`src/rtl/encoder_scheduler_if.sv`:
```
// encoder_scheduler_if: command, stage-handshake and status bundle for the
// encoder round scheduler. The master side is the glue/stage-controller side
// that issues start/abort and returns stage_done pulses; the slave side is the
// scheduler itself.
interface encoder_scheduler_if #(
    parameter int NUM_STAGES = 5,
    parameter int NUM_ROUNDS = 24
);
    localparam int STAGE_W = (NUM_STAGES > 1) ? $clog2(NUM_STAGES) : 1;
    localparam int ROUND_W = (NUM_ROUNDS > 1) ? $clog2(NUM_ROUNDS) : 1;

    logic                  start;
    logic                  abort;
    logic [NUM_STAGES-1:0] stage_done;
    logic                  load_en;
    logic                  store_en;
    logic [NUM_STAGES-1:0] stage_start;
    logic [STAGE_W-1:0]    stage_idx;
    logic [ROUND_W-1:0]    round_idx;
    logic                  busy;
    logic                  done;
    logic                  error;

    modport master (
        output start, abort, stage_done,
        input  load_en, store_en, stage_start, stage_idx, round_idx,
               busy, done, error
    );

    modport slave (
        input  start, abort, stage_done,
        output load_en, store_en, stage_start, stage_idx, round_idx,
               busy, done, error
    );
endinterface

```
`src/rtl/encoder_scheduler.sv`:
```
// encoder_scheduler: top-level round sequencer for the matrix encoder.
// Loads the state, runs NUM_STAGES stage controllers in fixed order for
// NUM_ROUNDS rounds (start pulse out, done pulse back), then stores the state.
// Outputs are Moore-decoded from the state and the registered counters.
// Optional feature macro: SCHED_TIMEOUT_EN adds a per-stage WAIT watchdog
// (STAGE_TIMEOUT cycles) that moves the sequencer into a sticky ERROR state.
module encoder_scheduler #(
    parameter int NUM_STAGES    = 5,
    parameter int NUM_ROUNDS    = 24,
    parameter int STAGE_TIMEOUT = 4096
) (
    input logic                clk,
    input logic                rst,
    encoder_scheduler_if.slave bus
);
    localparam int STAGE_W = (NUM_STAGES > 1) ? $clog2(NUM_STAGES) : 1;
    localparam int ROUND_W = (NUM_ROUNDS > 1) ? $clog2(NUM_ROUNDS) : 1;
    localparam logic [STAGE_W-1:0] LAST_STAGE = STAGE_W'(NUM_STAGES - 1);
    localparam logic [ROUND_W-1:0] LAST_ROUND = ROUND_W'(NUM_ROUNDS - 1);

    typedef enum logic [2:0] {
        IDLE  = 3'd0,
        LOAD  = 3'd1,
        ISSUE = 3'd2,
        WAIT  = 3'd3,
        STORE = 3'd4,
        DONE  = 3'd5,
        ERROR = 3'd6
    } state_t;

    state_t             state_q, state_d;
    logic [STAGE_W-1:0] stage_q, stage_d;
    logic [ROUND_W-1:0] round_q, round_d;
    logic               sel_done;

`ifdef SCHED_TIMEOUT_EN
    localparam int WD_W = $clog2(STAGE_TIMEOUT + 1);
    localparam logic [WD_W-1:0] WD_LIMIT = WD_W'(STAGE_TIMEOUT);
    logic [WD_W-1:0] wd_q, wd_d;
`else
    // Without the watchdog the timeout has no meaning; keep it referenced so
    // the parameter list stays identical across both builds.
    logic unused_timeout;
    assign unused_timeout = (STAGE_TIMEOUT == 0);
`endif

    // Only the done bit of the stage currently being waited on matters.
    assign sel_done = bus.stage_done[stage_q];

    // State and counter registers; reset returns to IDLE with counters at 0.
    always_ff @(posedge clk or negedge rst) begin
        if (!rst) begin
            state_q <= IDLE;
            stage_q <= '0;
            round_q <= '0;
`ifdef SCHED_TIMEOUT_EN
            wd_q    <= '0;
`endif
        end else begin
            state_q <= state_d;
            stage_q <= stage_d;
            round_q <= round_d;
`ifdef SCHED_TIMEOUT_EN
            wd_q    <= wd_d;
`endif
        end
    end

    // Next-state and counter update; abort outside IDLE overrides everything.
    always_comb begin
        state_d = state_q;
        stage_d = stage_q;
        round_d = round_q;
`ifdef SCHED_TIMEOUT_EN
        wd_d    = wd_q;
`endif
        case (state_q)
`ifdef SCHED_TIMEOUT_EN
            IDLE: begin
`else
            IDLE, ERROR: begin
`endif
                stage_d = '0;
                round_d = '0;
`ifdef SCHED_TIMEOUT_EN
                wd_d    = '0;
`endif
                if (bus.start) state_d = LOAD;
            end
            LOAD:  state_d = ISSUE;
            ISSUE: begin
`ifdef SCHED_TIMEOUT_EN
                wd_d    = '0;
`endif
                state_d = WAIT;
            end
            WAIT: begin
`ifdef SCHED_TIMEOUT_EN
                wd_d = wd_q + 1'b1;
`endif
                if (sel_done) begin
                    if (stage_q != LAST_STAGE) begin
                        stage_d = stage_q + 1'b1;
                        state_d = ISSUE;
                    end else if (round_q != LAST_ROUND) begin
                        stage_d = '0;
                        round_d = round_q + 1'b1;
                        state_d = ISSUE;
                    end else begin
                        state_d = STORE;
                    end
                end
`ifdef SCHED_TIMEOUT_EN
                else if ((wd_q + 1'b1) >= WD_LIMIT) begin
                    state_d = ERROR;
                end
`endif
            end
            STORE: state_d = DONE;
            DONE:  state_d = IDLE;
`ifdef SCHED_TIMEOUT_EN
            ERROR: state_d = ERROR;
`endif
            default: state_d = IDLE;
        endcase

        if (bus.abort && (state_q != IDLE)) begin
            state_d = IDLE;
            stage_d = '0;
            round_d = '0;
`ifdef SCHED_TIMEOUT_EN
            wd_d    = '0;
`endif
        end
    end

    // Moore output decode from the present state and registered counters.
    always_comb begin
        bus.load_en     = (state_q == LOAD);
        bus.store_en    = (state_q == STORE);
        bus.done        = (state_q == DONE);
        bus.stage_idx   = stage_q;
        bus.round_idx   = round_q;
        bus.stage_start = '0;
        if (state_q == ISSUE) bus.stage_start[stage_q] = 1'b1;
`ifdef SCHED_TIMEOUT_EN
        bus.busy        = (state_q != IDLE);
        bus.error       = (state_q == ERROR);
`else
        bus.busy        = (state_q != IDLE) && (state_q != ERROR);
        bus.error       = 1'b0;
`endif
    end
endmodule

```
`src/flat_wrapper.sv`:
```
// flat-port wrapper written by rule: the top's interface ports become plain ports
module encoder_scheduler_flat 
#(
    parameter int NUM_STAGES    = 5,
    parameter int NUM_ROUNDS    = 24,
    parameter int STAGE_TIMEOUT = 4096
)
  (clk, rst, bus_start, bus_abort, bus_stage_done, bus_load_en, bus_store_en, bus_stage_start, bus_stage_idx, bus_round_idx, bus_busy, bus_done, bus_error);
  encoder_scheduler_if #(.NUM_STAGES(NUM_STAGES), .NUM_ROUNDS(NUM_ROUNDS)) bus_i ();
  input logic clk;
  input logic rst;
  input wire logic [$bits(bus_i.start)-1:0] bus_start;
  input wire logic [$bits(bus_i.abort)-1:0] bus_abort;
  input wire logic [$bits(bus_i.stage_done)-1:0] bus_stage_done;
  output wire logic [$bits(bus_i.load_en)-1:0] bus_load_en;
  output wire logic [$bits(bus_i.store_en)-1:0] bus_store_en;
  output wire logic [$bits(bus_i.stage_start)-1:0] bus_stage_start;
  output wire logic [$bits(bus_i.stage_idx)-1:0] bus_stage_idx;
  output wire logic [$bits(bus_i.round_idx)-1:0] bus_round_idx;
  output wire logic [$bits(bus_i.busy)-1:0] bus_busy;
  output wire logic [$bits(bus_i.done)-1:0] bus_done;
  output wire logic [$bits(bus_i.error)-1:0] bus_error;
  assign bus_i.start = bus_start;
  assign bus_i.abort = bus_abort;
  assign bus_i.stage_done = bus_stage_done;
  assign bus_load_en = bus_i.load_en;
  assign bus_store_en = bus_i.store_en;
  assign bus_stage_start = bus_i.stage_start;
  assign bus_stage_idx = bus_i.stage_idx;
  assign bus_round_idx = bus_i.round_idx;
  assign bus_busy = bus_i.busy;
  assign bus_done = bus_i.done;
  assign bus_error = bus_i.error;
  encoder_scheduler #(.NUM_STAGES(NUM_STAGES), .NUM_ROUNDS(NUM_ROUNDS), .STAGE_TIMEOUT(STAGE_TIMEOUT)) u_core (.clk(clk), .rst(rst), .bus(bus_i));
endmodule
```
`config.mk`:
```
export PLATFORM = sky130hd
export DESIGN_NAME = encoder_scheduler_flat
export DESIGN_NICKNAME = d
export VERILOG_FILES = /design/src/rtl/encoder_scheduler_if.sv /design/src/rtl/encoder_scheduler.sv /design/src/flat_wrapper.sv
export SDC_FILE = /design/constraint.sdc
export NUM_CORES = 1
export LEC_CHECK = 0
export ABC_AREA = 1
export BUFFER_PORTS_ARGS = -buffer_cell sky130_fd_sc_hd__buf_2
export CAP_MARGIN = 20
export CORE_UTILIZATION = 35
export DETAILED_ROUTE_END_ITERATION = 16
export PLACE_DENSITY_LB_ADDON = 0.25
export SLEW_MARGIN = 20
export SYNTH_ARGS = -nofsm -noshare
export SYNTH_HDL_FRONTEND = slang
export SYNTH_SLANG_ARGS = --single-unit
```
`constraint.sdc`:
```
create_clock -name clk -period 2.2 [get_ports clk]
set_input_delay 0.33 -clock clk [delete_from_list [all_inputs] [get_ports clk]]
set_output_delay 0.33 -clock clk [all_outputs]
set_load 0.1 [all_outputs]
```
==> results of run 1 <==
[cell type report]
class                      count  share of cell area, %
clock buffer                   4                   2.03
inverter                      28                   8.12
multi-input combinational    106                   48.0
sequential                    11                   22.1
tap                           30                   2.90
timing repair buffer          27                   16.8
[worst max-delay path, stage by stage, from the launching register on]
cell and delay (ns):
sky130_fd_sc_hd__dfrtp_1 0.47, sky130_fd_sc_hd__inv_2 0.12, sky130_fd_sc_hd__nand3_1 0.07, sky130_fd_sc_hd__buf_4 0.20, sky130_fd_sc_hd__nor4_4 0.21, sky130_fd_sc_hd__buf_12 0.22
[layout by cell type, fill, tap and decap left out]
cell type / n
sky130_fd_sc_hd__and2_2: 1
sky130_fd_sc_hd__buf_12: 5
sky130_fd_sc_hd__buf_2: 20
sky130_fd_sc_hd__buf_4: 1
sky130_fd_sc_hd__clkbuf_1: 1
sky130_fd_sc_hd__clkbuf_4: 3
sky130_fd_sc_hd__conb_1: 1
sky130_fd_sc_hd__dfrtp_1: 8
sky130_fd_sc_hd__dfrtp_4: 3
sky130_fd_sc_hd__dlygate4sd3_1: 1
sky130_fd_sc_hd__ha_1: 3
sky130_fd_sc_hd__inv_1: 25
sky130_fd_sc_hd__inv_2: 3
sky130_fd_sc_hd__nand2_1: 43
sky130_fd_sc_hd__nand2_2: 1
sky130_fd_sc_hd__nand2_4: 2
sky130_fd_sc_hd__nand3_1: 18
sky130_fd_sc_hd__nand3_2: 1
sky130_fd_sc_hd__nand3_4: 1
sky130_fd_sc_hd__nand3b_1: 1
sky130_fd_sc_hd__nand4_1: 3
sky130_fd_sc_hd__nand4_2: 1
sky130_fd_sc_hd__nor2_1: 15
sky130_fd_sc_hd__nor2_2: 1
sky130_fd_sc_hd__nor3_1: 1
sky130_fd_sc_hd__nor3_2: 1
sky130_fd_sc_hd__nor3_4: 5
sky130_fd_sc_hd__nor4_4: 1
sky130_fd_sc_hd__o21ai_0: 1
sky130_fd_sc_hd__o21ai_1: 2
sky130_fd_sc_hd__o21ai_2: 1
sky130_fd_sc_hd__o31ai_2: 1
sky130_fd_sc_hd__xor2_1: 1
[flip-flops by register name (all words and copies together), names as in the netlist]
name,count
u_core.bus.stage_idx,3
u_core.state_q,3
u_core.bus.round_idx,5
[what timing repair did]
item	CTS	global route
buffers inserted	0	0
hold endpoints to repair	11	0
hold buffers	1	0
[power breakdown]
part           switching (mW)  total (mW)  internal, mW
clock network          0.0778       0.148        0.0702
registers              0.0588       0.293         0.234
logic                   0.605       0.799         0.194
total                   0.742        1.24         0.498
[worst min path at each step]
stage / to / slack (ns) / from / cells after the start
final: u_core.bus.stage_idx[2]$_DFFE_PN0P_ / 0.45 / rst / 2
after global routing: u_core.bus.stage_idx[0]$_DFFE_PN0P_ / 0.47 / rst / 2
after CTS: u_core.bus.stage_idx[2]$_DFFE_PN0P_ / 0.45 / rst / 2
after detailed placement: u_core.bus.stage_idx[2]$_DFFE_PN0P_ / 0.22 / rst / 1
after global placement: u_core.bus.stage_idx[2]$_DFFE_PN0P_ / 0.22 / rst / 1
after floorplan: u_core.bus.round_idx[0]$_DFFE_PN0P_ / 0.03 / rst / 0
[kinds of logic after synthesis]
| kind of cell | count (synthesis) | synth area share (%) |
|---|---|---|
| AO/OA/AOI/OAI | 5 | 3.76 |
| adder cells (fa/ha/maj) | 3 | 3.89 |
| XOR/XNOR | 1 | 0.908 |
| AND/OR/NAND/NOR | 96 | 48.6 |
| other | 1 | 0.389 |
| buffers and inverters | 32 | 13.9 |
| flip-flops | 11 | 28.5 |
[stage by stage]
step	area [sq um]	setup WS, ns
global placement	1260	0.562
CTS	1290	0.279
global route	1290	0.206
detailed placement	1260	0.530
floorplan	1040	-0.0956
finish	1290	0.300
[metal layers]
metal  vias to the layer above  wire (um)
met5                         -          0
met4                         0         27
met3                         4         56
met2                        13       1080
met1                       437       1100
li1                        517          -
==> impl_metrics.csv, run 1 <==
group,metric,value,unit
placement,gpl.final_weighted_congestion,0.781,
pwr,p_leak,0.734,nW
die,io-pin-count,27,
yosys,synth_edf_count,0,
route,detail_route.drc_violations,0,
placement,place_inst,201,
layout,layout.core_utilization,50.8,%
critical_path,timing.rr.end,"u_core.bus.round_idx[0]$_DFFE_PN0P_",
yosys,yosysTopAreaCellShare,28.5,%
route,drt-pass1-iter-count,6,
global_route,groute.layer.met1.usage,23.7,%
die,floorplan.rows,18,
layout,antenna-diode-count,0,
clock_tree,numClockSinks,11,
die,fp.coreArea,0.00254,sq mm
clock_tree,clock_tree.buffer_depth,2,
die,initial_utilization,37.9,%
clock_tree,post_cts_resized,0,
layout,fin_cells,206,
yosys,commonest_cells_in_the_synthesized_netlist,"sky130_fd_sc_hd__nand2_1, sky130_fd_sc_hd__inv_1, sky130_fd_sc_hd__nand3_1",
route,wl,2260,um
yosys,syn-num-nets,161,
global_route,antenna_violations_before_repair,0,
critical_path,cp-start-kind,"flop",
timing,final.period_utilization,86.4,%
timing,grt_setup_unrepaired,"false",
yosys,ys_dominant_reg_cell,"sky130_fd_sc_hd__dfrtp_1",
yosys,synth.largest_area_cell,"sky130_fd_sc_hd__dfrtp_1",
yosys,synth_sequential_area_ratio,28.5,%
route,final_antenna_net_count,0,
layout,layout_net_count,189,
timing,timing.clock.skew,0.0148,ns
route,drt_iter0_drc,7,
yosys,synthesis.area,965,sq um
clock_tree,clkSlewWorstSetupHoldPaths,0.09,ns
global_route,top_usage_layer,"met2",
critical_path,critical_path.startpoint,"u_core.state_q[2]$_DFFE_PN0P_",
critical_path,worstSetupPathType,"flop to primary output",
yosys,async_flop_share,100,%
pwr,total_power,1.24,mW
route,avgRoutedWirePerCell,11.0,um
yosys,synth.lib_cells_used.distinct,28,
timing,setup_violations,0,
critical_path,arrival,1.57,ns
placement,dp_hpwl,1800,um
placement,numPortBuffers,25,
layout,flow.area_growth_from_synthesis,34.1,%
clock_tree,cts_inserted_buffers,3,
critical_path,flop2flop_setup_slack,0.50,ns
clock_tree,clock-root-buffer,"sky130_fd_sc_hd__clkbuf_4",
timing,finalSetupTns,0,ns
global_route,first_global_vias,833,
timing,timing.final.hold_violations,0,
yosys,syn-instance-count,149,
critical_path,critical_path_endpoint,"bus_stage_start[4]",
global_route,global_route.usage.met3,4.17,%
critical_path,timing.critical_path.required,1.87,ns
timing,layout_min_cycle_time,1.90,ns
layout,post_route_cells_drive_above_1_share,29.5,%
yosys,syn_area_per_cell,6.47,sq um
layout,num-fill-cells,266,
global_route,maximum_number_of_pins_on_one_net_before_global_route_repair,12,
global_route,grtUsageMet2,28.0,%
yosys,ys_warn_count,0,
die,die_area,0.00297,sq mm
layout,layout.area.seq,287,sq um
global_route,gr-total-overflow,0,
critical_path,timing.reg2reg.worst_path_depth,6,
clock_tree,clock_insertion_delay_worst_skew,0.28,ns
yosys,synth-seq-cells,11,
critical_path,worstSetupEndpointType,"primary output",
outcome,outcome,"complete, no violations",
timing,hold_ws,0.447,ns
pwr,power_per_cell_area,958,mW/mm^2
pwr,ir_worst_vdd,0.801,mV
clock_tree,number_of_h_tree_branching_levels,1,
global_route,total_track_usage,17.6,%
yosys,netlist_top_cells_area,"sky130_fd_sc_hd__dfrtp_1, sky130_fd_sc_hd__nand2_1, sky130_fd_sc_hd__inv_1",
route,vias_per_cell,4.71,
yosys,most_common_cell_in_the_synthesized_netlist,"sky130_fd_sc_hd__nand2_1",
layout,combined_area_of_the_multi_input_logic_cells,621,sq um
global_route,grt_first_pass_wirelength,3680,um
run,max_cap_violations,0,
die,die_height,54.5,um
critical_path,reg2reg_from,"u_core.bus.stage_idx[0]$_DFFE_PN0P_",
die,fp.dieW,54.5,um
timing,slew_limit_fails,0,
critical_path,critPathMaxFanout,6,
timing,fmax,526,MHz
worst_hold_path,min-delay-path-class,"input pin to async pin",
clock_tree,tritoncts,"done",
route,via_count,971,
(Power assumes the default switching activity.)
==> run 2: changes to the inputs <==
- CORE_UTILIZATION: 35 -> 40
- TNS_END_PERCENT: not set -> 50
==> run 2 against run 1 <==
  * Non-clock buffer count is 1 lower
  * Global-route usage rose by 2.4 points
  * Clock skew down 0.0094 ns
  * Sequential power about the same
  * Power shrank 3.5%
  * Maximum frequency fell by 3.7%
  * Die area down 12%
  * Final area down 3.8%
  * Critical path type unchanged
  * Critical endpoint is now bus_stage_start[0]
==> impl_metrics.csv, run 2 (synthesized netlist as in run 1, its figures left out) <==
group,metric,value,unit
pwr,total_power,1.20,mW
critical_path,worstSetupPathType,"flop to primary output",
worst_hold_path,min-delay-path-class,"input pin to async pin",
layout,flow.area_growth_from_synthesis,29.1,%
layout,layout_net_count,188,
layout,layout.area.seq,287,sq um
pwr,ir_worst_vdd,0.725,mV
route,wl,2210,um
timing,slew_limit_fails,0,
global_route,grt_first_pass_wirelength,3840,um
run,max_cap_violations,0,
pwr,power_per_cell_area,961,mW/mm^2
layout,num-fill-cells,234,
route,avgRoutedWirePerCell,10.9,um
outcome,outcome,"complete, no violations",
layout,combined_area_of_the_multi_input_logic_cells,619,sq um
placement,numPortBuffers,25,
die,initial_utilization,43.2,%
route,drt-pass1-iter-count,4,
global_route,antenna_violations_before_repair,0,
route,via_count,989,
global_route,gr-total-overflow,0,
pwr,combPwrFrac,63.6,%
critical_path,worstSetupEndpointType,"primary output",
timing,layout_min_cycle_time,1.97,ns
layout,post_route_cells_drive_above_1_share,29.7,%
clock_tree,number_of_h_tree_branching_levels,1,
clock_tree,clock-root-buffer,"sky130_fd_sc_hd__clkbuf_4",
route,vias_per_cell,4.87,
die,fp.dieW,51.1,um
route,drt_iter0_drc,16,
clock_tree,clock_insertion_delay_worst_skew,0.27,ns
placement,place_inst,198,
layout,fin_cells,203,
clock_tree,clkSlewWorstSetupHoldPaths,0.08,ns
timing,grt_setup_unrepaired,"false",
layout,layout.cells.most_common_list,"sky130_fd_sc_hd__nand2_1, sky130_fd_sc_hd__inv_1, sky130_fd_sc_hd__buf_2, sky130_fd_sc_hd__nand3_1, sky130_fd_sc_hd__nor2_1",
pwr,net-switching-power,0.732,mW
timing,finalSetupTns,0,ns
die,die_height,51.1,um
die,fp.coreArea,0.00223,sq mm
critical_path,critPathMaxFanout,6,
clock_tree,cts_inserted_buffers,3,
route,detail_route.drc_violations,0,
global_route,maximum_number_of_pins_on_one_net_before_global_route_repair,12,
timing,final.period_utilization,89.7,%
die,floorplan.rows,17,
die,io-pin-count,27,
route,final_antenna_net_count,0,
layout,layout.cells.most_common,"sky130_fd_sc_hd__nand2_1",
die,die_area,0.00261,sq mm
pwr,pwr-share-seq,24.5,%
layout,largest_reg_flops,5,
placement,gpl.final_weighted_congestion,0.804,
pwr,p_leak,0.726,nW
clock_tree,tritoncts,"done",
critical_path,cp-start-kind,"flop",
timing,fmax,507,MHz
pwr,p_sw_share,61.1,%
global_route,total_track_usage,20.0,%
pwr,share_of_power_burned_in_the_clock_network,11.9,%
timing,setup_violations,0,
pwr,internal_power,0.465,mW
clock_tree,numClockSinks,11,
critical_path,arrival,1.64,ns
clock_tree,clock_tree.buffer_depth,2,
layout,antenna-diode-count,0,
timing,timing.final.hold_violations,0,
clock_tree,post-cts-setup-buffer-count,0,
placement,dp_hpwl,1720,um
timing,timing.clock.skew,0.00548,ns
critical_path,timing.critical_path.required,1.87,ns
global_route,first_global_vias,893,
run 2: layout make-up:
| cell class | instances | area share, % |
|---|---|---|
| Clock buffer | 4 | 2.11 |
| Tap cell | 28 | 2.81 |
| Multi-Input combinational cell | 106 | 49.7 |
| Inverter | 28 | 8.44 |
| Sequential cell | 11 | 23.0 |
| Timing Repair Buffer | 26 | 13.9 |
run 2: through the flow:
step / utilization, % / setup slack [ns] / hold slack (ns) / area, sq um
after floorplan: - / -0.362 / 0.0344 / 1030
after global placement: 53.6 / 0.323 / 0.222 / 1200
after detailed placement: 53.6 / 0.263 / 0.227 / 1200
after CTS: 55.5 / 0.0808 / 0.470 / 1240
after global routing: 55.7 / 0.120 / 0.480 / 1240
final: 55.7 / 0.227 / 0.456 / 1240
run 2: worst paths after layout:
check	startpoint	to	slack [ns]	cells past startpoint
min in group clk	bus_start	u_core.state_q[2]$_DFFE_PN0P_	0.48	4
worst max-delay path	u_core.state_q[0]$_DFFE_PN0P_	bus_stage_start[0]	0.23	4
max in group asynchronous	rst	u_core.bus.stage_idx[0]$_DFFE_PN0P_	1.50	2
worst max register to register	u_core.bus.stage_idx[0]$_DFFE_PN0P_	u_core.bus.round_idx[0]$_DFFE_PN0P_	0.50	7
worst min-delay path	rst	u_core.state_q[0]$_DFFE_PN0P_	0.46	2
worst min register to register	u_core.bus.round_idx[3]$_DFFE_PN0P_	u_core.bus.round_idx[3]$_DFFE_PN0P_	0.52	2
run 2: power by group through the flow:
stage,Combinational [mW],Sequential [mW],Clock (mW)
after detailed placement,0.749,0.295,0
after CTS,0.759,0.291,0.148
final,0.761,0.293,0.143
after global routing,0.818,0.300,0.155
after floorplan,0.605,0.337,0
after global placement,0.744,0.291,0
run 2: what timing repair did:
action / CTS / global route
setup endpoints to repair: 3 / 4
pin swaps: 0 / 0
endpoints found under the hold margin: 11 / 0
resized for setup: 3 / 1
hold buffers: 1 / 0
run 2: metal layers:
metal | track usage [%] | vias to the layer above | share of wire, %
met4 | 8.33 | 0 | 0.77
met3 | 2.68 | 2 | 4.0
met2 | 32.0 | 19 | 49
met5 | 0 | - | 0
met1 | 26.9 | 454 | 46
li1 | - | 514 | -
run 2: worst max-delay path: stages, from the launching register on:
cell	delay [ns]
sky130_fd_sc_hd__dfrtp_1	0.43
sky130_fd_sc_hd__inv_1	0.15
sky130_fd_sc_hd__nand3_2	0.26
sky130_fd_sc_hd__nor3_2	0.21
sky130_fd_sc_hd__buf_4	0.32
